===== config.mk =====
export PLATFORM = sky130hd
export DESIGN_NAME = program_loader
export DESIGN_NICKNAME = d
export VERILOG_FILES = /design/src/rtl/loader_pkg.sv /design/src/rtl/program_loader.sv
export SDC_FILE = /design/constraint.sdc
export NUM_CORES = 1
export LEC_CHECK = 0
export ABC_CLOCK_PERIOD_IN_PS = 2510
export CAP_MARGIN = 20
export CORE_ASPECT_RATIO = 1.75
export CORE_MARGIN = 2
export CORE_UTILIZATION = 54
export DETAILED_ROUTE_END_ITERATION = 8
export MAX_ROUTING_LAYER = met4
export PLACE_DENSITY = 0.79
export SLEW_MARGIN = 30
export SYNTH_ARGS = -nofsm -noshare
export SYNTH_HDL_FRONTEND = slang
export SYNTH_SLANG_ARGS = --single-unit

===== constraint.sdc =====
create_clock -name Clk -period 2.51 [get_ports Clk]
set_input_delay 0.502 -clock Clk [delete_from_list [all_inputs] [get_ports Clk]]
set_output_delay 0.502 -clock Clk [all_outputs]
set_load 0.02 [all_outputs]

===== src/rtl/loader_pkg.sv =====
// Shared types and constants for the instruction-memory program loader.
package loader_pkg;

  typedef enum logic [2:0] {
    ST_IDLE       = 3'd0,
    ST_LEN        = 3'd1,
    ST_DATA       = 3'd2,
    ST_CSUM       = 3'd3,
    ST_FINISH_OK  = 3'd4,
    ST_FINISH_ERR = 3'd5
  } state_e;

  localparam logic [7:0] SYNC_BYTE_DEFAULT = 8'hA5;

  // A length byte of zero encodes a full 256-byte image.
  function automatic logic [8:0] len_to_count(input logic [7:0] len);
    return (len == 8'd0) ? 9'd256 : {1'b0, len};
  endfunction

  function automatic logic [7:0] csum_add(input logic [7:0] sum, input logic [7:0] b);
    return sum + b;
  endfunction

endpackage


===== src/rtl/program_loader.sv =====
// Framed byte-stream writer for the 256x8 instruction store; holds the CPU
// in reset while a program image is being received and checked.
module program_loader
  import loader_pkg::*;
#(
  parameter logic [7:0] SYNC_BYTE = SYNC_BYTE_DEFAULT
) (
  input  logic       Clk,
  input  logic       Reset,
  input  logic [7:0] In_Data,
  input  logic       In_Valid,
  output logic       In_Ready,
  output logic       Mem_We,
  output logic [7:0] Mem_Address,
  output logic [7:0] Mem_Data,
  output logic       Cpu_Hold,
  output logic       Load_Done,
  output logic       Load_Error
);

  state_e     state_q, state_d;
  logic [8:0] count_q, count_d;
  logic [7:0] addr_q, addr_d;
  logic [7:0] sum_q, sum_d;
  logic       mem_we_q, mem_we_d;
  logic [7:0] mem_addr_q, mem_addr_d;
  logic [7:0] mem_data_q, mem_data_d;
  logic       hold_q, hold_d;
  logic       done_q, done_d;
  logic       err_q, err_d;
  logic       in_ready_s;
  logic       accept_s;

  assign in_ready_s = (state_q != ST_FINISH_OK) && (state_q != ST_FINISH_ERR);
  assign accept_s   = In_Valid && in_ready_s;

  // State register and all registered outputs.
  always_ff @(posedge Clk) begin
    if (Reset) begin
      state_q    <= ST_IDLE;
      count_q    <= 9'd0;
      addr_q     <= 8'd0;
      sum_q      <= 8'd0;
      mem_we_q   <= 1'b0;
      mem_addr_q <= 8'd0;
      mem_data_q <= 8'd0;
      hold_q     <= 1'b0;
      done_q     <= 1'b0;
      err_q      <= 1'b0;
    end else begin
      state_q    <= state_d;
      count_q    <= count_d;
      addr_q     <= addr_d;
      sum_q      <= sum_d;
      mem_we_q   <= mem_we_d;
      mem_addr_q <= mem_addr_d;
      mem_data_q <= mem_data_d;
      hold_q     <= hold_d;
      done_q     <= done_d;
      err_q      <= err_d;
    end
  end

  // Frame parser: next state, write strobe and result pulses.
  always_comb begin
    state_d    = state_q;
    count_d    = count_q;
    addr_d     = addr_q;
    sum_d      = sum_q;
    mem_we_d   = 1'b0;
    mem_addr_d = mem_addr_q;
    mem_data_d = mem_data_q;
    hold_d     = hold_q;
    done_d     = 1'b0;
    err_d      = 1'b0;

    case (state_q)
      ST_IDLE: begin
        if (accept_s && (In_Data == SYNC_BYTE)) begin
          state_d = ST_LEN;
          hold_d  = 1'b1;
        end else begin
          state_d = ST_IDLE;
        end
      end

      ST_LEN: begin
        if (accept_s) begin
          count_d = len_to_count(In_Data);
          addr_d  = 8'd0;
          sum_d   = 8'd0;
          state_d = ST_DATA;
        end else begin
          state_d = ST_LEN;
        end
      end

      ST_DATA: begin
        if (accept_s) begin
          mem_we_d   = 1'b1;
          mem_addr_d = addr_q;
          mem_data_d = In_Data;
          sum_d      = csum_add(sum_q, In_Data);
          // Wraps 255->0 only after the final write of a 256-byte frame.
          addr_d     = addr_q + 8'd1;
          count_d    = count_q - 9'd1;
          if (count_q == 9'd1) begin
            state_d = ST_CSUM;
          end else begin
            state_d = ST_DATA;
          end
        end else begin
          state_d = ST_DATA;
        end
      end

      ST_CSUM: begin
        if (accept_s) begin
          if (In_Data == sum_q) begin
            state_d = ST_FINISH_OK;
            done_d  = 1'b1;
          end else begin
            state_d = ST_FINISH_ERR;
            err_d   = 1'b1;
          end
        end else begin
          state_d = ST_CSUM;
        end
      end

      ST_FINISH_OK: begin
        hold_d  = 1'b0;
        state_d = ST_IDLE;
      end

      // A failed image keeps the CPU held until a good frame arrives.
      ST_FINISH_ERR: begin
        hold_d  = 1'b1;
        state_d = ST_IDLE;
      end

      default: begin
        state_d = ST_IDLE;
      end
    endcase
  end

  assign In_Ready    = in_ready_s;
  assign Mem_We      = mem_we_q;
  assign Mem_Address = mem_addr_q;
  assign Mem_Data    = mem_data_q;
  assign Cpu_Hold    = hold_q;
  assign Load_Done   = done_q;
  assign Load_Error  = err_q;

endmodule


==> run summary, run 1 <==
Outcome -> complete, no violations
CTS tree -> built
Clock Pin Slew Worst Setup and Hold Paths -> 90 ps
Drt pass-1 iters -> 4
Tightest Pin Transition -> 554.9 ps
Worst ir drop on vdd -> 0.4901 mV
Initial drt markers -> 61
Largest net degree at the start of global routing -> 25
Critical path endpoint category -> register
Top_reg_cell synth -> dfxtp_1
Util after Layout -> 0.7070
DR WL/cell -> 15.20 um
Crit Path Category -> input port to register
Clock Skew -> 6.739 ps
Cells after synthesis -> 294
Largest cells by area after synthesis -> dfxtp_1 41%, nand2_1 8.4%, a21oi_1 5.9%, ha_1 5.3%, nor2_1 4.6%
CP Max Fanout -> 2
Initial Util -> 0.5663
Max frequency -> 430.2 MHz
# rows -> 31
Routability congestion estimate -> 0.9587
Area share of the largest cell type after synthesis -> 0.4051
Unique masters post-synth -> 47
Final-stage net count -> 360
Post-layout min period -> 2325 ps
Placed Cells -> 380
GR Util All Layers -> 0.2764
YS warnings -> 0
IO Pins -> 32
Post-synthesis sequential area ratio -> 0.4051
GRT overflow -> 0
H-tree levels -> 2
Chip width -> 54.11 um
Startpoint Class -> input port
Post-DP HPWL -> 4.267 mm
Unrepaired setup endpoints after global routing -> false
Die span in y -> 91.68 um
Cell taking the most area after synthesis -> dfxtp_1
Final cell count without fillers -> 388
Setup bufs post-CTS -> 0
Clk root buf -> clkbuf_8
Period utilization -> 0.9262
HP Class -> register to register
CTS Buffer Depth -> 2
Crit-path max cell delay -> 450 ps
Syn_area_per_cell -> 8.069 um2
Seq cells post-synth -> 48
Post-synth EDFFs -> 0
Critical path's slowest cell -> clkdlybuf4s50_1
Clock sink count -> 48
Worst path cell trace -> clkdlybuf4s50_1, ha_1, buf_4, a211oi_1, o211ai_1, and3_1, or2_0, a311o_1
PortBufs -> 31
Initial antenna violation count -> 0
Async set-or-reset flop fraction in the synthesized netlist -> 0
Max Cap Violations -> 0
Total Die Area -> 4960 um2
Via Count -> 2250
Worst Path Required -> 2710 ps
Hold Buf Count CTS -> 0
Post-route ant nets -> 0
Final setup violation count -> 0
Placeable Area -> 4189 um2
Skew-Pair Late Insertion Delay -> 300 ps
DR vias/cell -> 5.799
DRC Markers -> 0
Synth Net Count -> 316
P_leak -> 1.126 nW
Total CTS buffers -> 5
Final count of pins violating max slew -> 0
Pwr dens -> 482.5 nW/um2
Share of cells above drive strength 1 -> 0.1003
Vias in the first global route -> 2243
Final hold violation count -> 0
Post-Syn Area -> 2372 um2
Critical path arrival -> 2520 ps
Area grow syn2layout -> 24.84%
Antenna fix cells -> 0
Slew headroom -> 0.6301
Post-CTS resize count -> 0
Routed WL -> 5.897 mm
First-pass GRT wire length -> 9.922 mm
path summary, 6_finish.rpt:
path                                             startpoint                           to  slack, ps  cells past startpoint
worst min register to register  Mem_Address[4]$_SDFFE_PP0P_  Mem_Address[4]$_SDFFE_PP0P_        460                      2
worst max register to register        sum_q[0]$_SDFFE_PP0P_        sum_q[7]$_SDFFE_PP0P_        540                      7
worst max-delay path                             In_Data[0]        sum_q[7]$_SDFFE_PP0P_        190                      8
worst min-delay path            Mem_Address[4]$_SDFFE_PP0P_  Mem_Address[4]$_SDFFE_PP0P_        460                      2
layer usage:
layer | share of wire | track usage | up-vias
li1 | - | - | 1118
met1 | 0.39 | 0.2944 | 1066
met2 | 0.56 | 0.4807 | 53
met3 | 0.035 | 0.05049 | 13
met4 | 0.023 | 0.1104 | 0
met5 | 0 | - | -
worst max-delay path, delay by kind of cell:
kind	cells	cell delay, ps
and+or+nand+nor	2	440
AOI/OAI and AO/OA	3	740
adders and majority gates	1	250
buffers and inverters	2	600
cells in the mapped netlist, types with 2 or more instances:
master,n
nand2_1,53
dfxtp_1,48
nor2_1,29
a21oi_1,28
o21ai_0,14
clkbuf_1,11
ha_1,10
inv_1,8
xor2_1,8
a22oi_1,6
nor3_1,6
nand3_1,5
xnor2_1,5
nor2b_1,4
nor4_1,4
a21o_1,3
and3_1,3
buf_2,3
nand2b_1,3
nand3b_1,3
nand4_1,3
o211ai_1,3
o32ai_1,3
or3_1,3
a311oi_1,2
and2b_1,2
nand4b_1,2
nor3b_1,2
or2_0,2
logic make-up after synthesis:
group           synth area share
compound gates            0.1730
xor+xnor                 0.04800
fa+ha+maj                0.06118
buf+inv                  0.03797
flops                     0.4051
mux                     0.004746
simple gates              0.2700
registers in the layout, indices dropped and copies added (netlist names):
register and cells:
Mem_Data 8, Mem_We 1, addr_q 8, Load_Error 1
Load_Done 1, state_q 3, count_q 9, Mem_Address 8
sum_q 8, Cpu_Hold 1
report_power, final:
group / internal (W) / switching, W
Sequential: 0.000761 / 0.000000323
Clock: 0.000300 / 0.000273
Combinational: 0.0000454 / 0.0000490
Total: 0.00111 / 0.000322
stage by stage:
step	setup slack, ps	area [um2]	hold slack (ps)	power, W	setup TNS [ps]
final	185.4	2962	458.3	0.001429	0
after global routing	92.23	2962	484.6	0.001476	0
after CTS	178.9	2962	459.6	0.001444	0
after detailed placement	-136.4	2846	445.6	0.0008723	-316.5
after global placement	-103.2	2846	441.1	0.0008712	-252.2
after floorplan	427.0	2372	429.7	0.0008171	0
layout make-up:
class | count | area, um2
clock inverters | 3 | 46.29
repair buffers | 52 | 467.9
fillers | 354 | 1227
flip-flops and latches | 48 | 960.9
well taps | 49 | 61.31
multi-input cells | 223 | 1326
clock buffers | 5 | 68.82
inverters | 8 | 30.03
cell usage in the layout, fill, tap and decap left out, drive strengths merged, types with 2 or more instances in the layout:
master | synthesis | layout
a21o | 3 | 3
a21oi | 28 | 28
a22oi | 6 | 6
a311oi | 2 | 2
and2b | 2 | 2
and3 | 3 | 3
buf | 4 | 21
clkbuf | 11 | 5
clkdlybuf4s50 | 0 | 31
dfxtp | 48 | 48
ha | 10 | 10
inv | 8 | 9
nand2 | 53 | 53
nand2b | 3 | 3
nand3 | 5 | 5
nand3b | 3 | 3
nand4 | 3 | 3
nand4b | 2 | 2
nor2 | 29 | 29
nor2b | 4 | 4
nor3 | 6 | 6
nor3b | 3 | 3
nor4 | 4 | 4
o211ai | 3 | 3
o21ai | 14 | 14
o32ai | 3 | 3
or2 | 2 | 2
or3 | 3 | 3
xnor2 | 5 | 5
xor2 | 8 | 8
Note: power is estimated with default switching activity, not from simulation.
==> run 2: changes to the inputs <==
- ABC_CLOCK_PERIOD_IN_PS: 2510 -> unset
- CORE_UTILIZATION: 54 -> 45
- PLACE_DENSITY: 0.79 -> 0.67
==> run 2 against run 1 <==
Effect of this change:
- highest routed layer unchanged
- combinational power hardly changed
- first-iteration DRC count is 41% higher
- total power is 0.57% higher
- flip-flop and latch count stayed put
- count of clock-buffer cells in the layout stayed put
- largest power group unchanged
- via count is 1.4% lower
- utilization is 13 points lower
- critical endpoint is now sum_q[6]$_SDFFE_PP0P_
- register-to-register slack better by 20 ps
- the flow now finishes with violations (DRC)
- hold slack worse by 2.4 ps
- critical path depth stayed put
- critical path type unchanged
- sequential share of layout area is 0.24 points lower
- clock skew is 1.1 ps higher
==> run summary, run 2 (synthesis results as in run 1) <==
Skew-Pair Late Insertion Delay -> 300 ps
Post-layout min period -> 2352 ps
DRC Markers -> 1
Tightest Pin Transition -> 539.3 ps
Fillcell total -> 485
Outcome -> finished with violations
DR vias/cell -> 5.601
Crit path top cell by count -> a21o_1
Chip width -> 58.89 um
Area grow syn2layout -> 25.79%
FF/Latch Area -> 960.9 um2
Worst Path Required -> 2760 ps
Crit-path max cell delay -> 490 ps
Post-route ant nets -> 0
Drt pass-1 iters -> 6
Largest net degree at the start of global routing -> 30
IO Pins -> 32
Placeable Area -> 5167 um2
CP Buf/Inv Count -> 1
Routed WL -> 5.795 mm
Max frequency -> 425.3 MHz
Vias in the first global route -> 2067
DR WL/cell -> 14.63 um
HP Class -> register to register
Hold Buf Count CTS -> 0
Most common cell after layout, fill and taps aside -> nand2_1
Startpoint Class -> input port
Initial drt markers -> 86
Clk root buf -> clkbuf_8
Reg with most FFs -> count_q
Clock Skew -> 7.859 ps
CP Max Fanout -> 3
Clock sink count -> 48
Initial Util -> 0.4591
Crit Path Category -> input port to register
Most frequent cells in the layout -> 53 x nand2_1, 48 x dfxtp_1, 31 x clkdlybuf4s50_1, 29 x nor2_1, 28 x a21oi_1
PortBufs -> 31
First-pass GRT wire length -> 9.522 mm
Routability congestion estimate -> 0.9101
Post-CTS resize count -> 0
Worst path cell trace -> clkdlybuf4s50_1, ha_1, fa_1, a21o_1, a21o_1, a21oi_1, mux2_2, nand3_1
Final-stage net count -> 362
Final hold violation count -> 0
Critical path arrival -> 2600 ps
Total Die Area -> 5891 um2
# rows -> 35
Max reg flops -> 9
Slew headroom -> 0.6404
Period utilization -> 0.9369
Setup tns final -> 0 ps
H-tree levels -> 2
Antenna fix cells -> 0
CTS tree -> built
Hold slack -> 456.0 ps
Critical path's slowest cell -> clkdlybuf4s50_1
Pre-CTS setup slack -> -147.8 ps
Clock Pin Slew Worst Setup and Hold Paths -> 100 ps
GR Util All Layers -> 0.2188
Setup WS post-layout -> 158.4 ps
CTS Buffer Depth -> 2
Via Count -> 2218
Final count of pins violating max slew -> 0
P_leak -> 1.137 nW
Final setup violation count -> 0
Delay-heaviest family, CP -> adder cells
Max Cap Violations -> 0
R2r setup slk -> 560 ps
Worst ir drop on vdd -> 0.2749 mV
Pwr dens -> 481.6 nW/um2
Post-DP HPWL -> 4.382 mm
Setup bufs post-CTS -> 0
GRT overflow -> 0
Die span in y -> 100.1 um
Multi-input logic area -> 1326 um2
Failing checks -> DRC
Unrepaired setup endpoints after global routing -> false
Critical path endpoint category -> register
Total CTS buffers -> 5
Share of cells above drive strength 1 -> 0.1056
Initial antenna violation count -> 0
-- run 2: stage by stage --
stage                       util  cells  cell area [um2]  power [W]
final                     0.5775    396             2984   0.001437
after global routing      0.5775    396             2984   0.001502
after CTS                 0.5775    396             2984   0.001453
after detailed placement  0.5552    388             2869  0.0008737
after global placement    0.5552    388             2869  0.0008736
after floorplan                -    294             2372  0.0008171
-- run 2: path summary, 6_finish.rpt --
kind / cells after the start / end / from
max: 8 / sum_q[6]$_SDFFE_PP0P_ / In_Data[0]
max reg2reg: 6 / sum_q[7]$_SDFFE_PP0P_ / sum_q[1]$_SDFFE_PP0P_
min reg2reg: 2 / Mem_Address[0]$_SDFFE_PP0P_ / Mem_Address[0]$_SDFFE_PP0P_
min: 2 / Mem_Address[0]$_SDFFE_PP0P_ / Mem_Address[0]$_SDFFE_PP0P_
-- run 2: area by class of cell --
cell class	instances	share of cell area
inverter	8	0.01006
timing repair buffer	54	0.1618
clock inverter	3	0.01551
tap	55	0.02306
multi-input combinational	223	0.4444
clock buffer	5	0.02306
sequential	48	0.3220
-- run 2: power by group --
part           switching [W]  internal [W]  total [W]
Combinational      0.0000494     0.0000453  0.0000947
Sequential       0.000000313      0.000761   0.000761
Clock               0.000281      0.000300   0.000581
Total               0.000330       0.00111    0.00144
-- run 2: per-layer routing --
metal	track usage	vias up	share of wire
met3	0.04381	23	0.028
met2	0.3615	48	0.51
met1	0.2326	1026	0.41
met4	0.1346	0	0.055
li1	-	1121	-
met5	-	-	0
-- run 2: worst register-to-register path, delay by kind of cell (launching register included) --
family,cells,cell delay [ps]
AO/OA/AOI/OAI,3,740
adder cells (fa/ha/maj),1,270
AND/OR/NAND/NOR,2,430
flip-flops,1,410
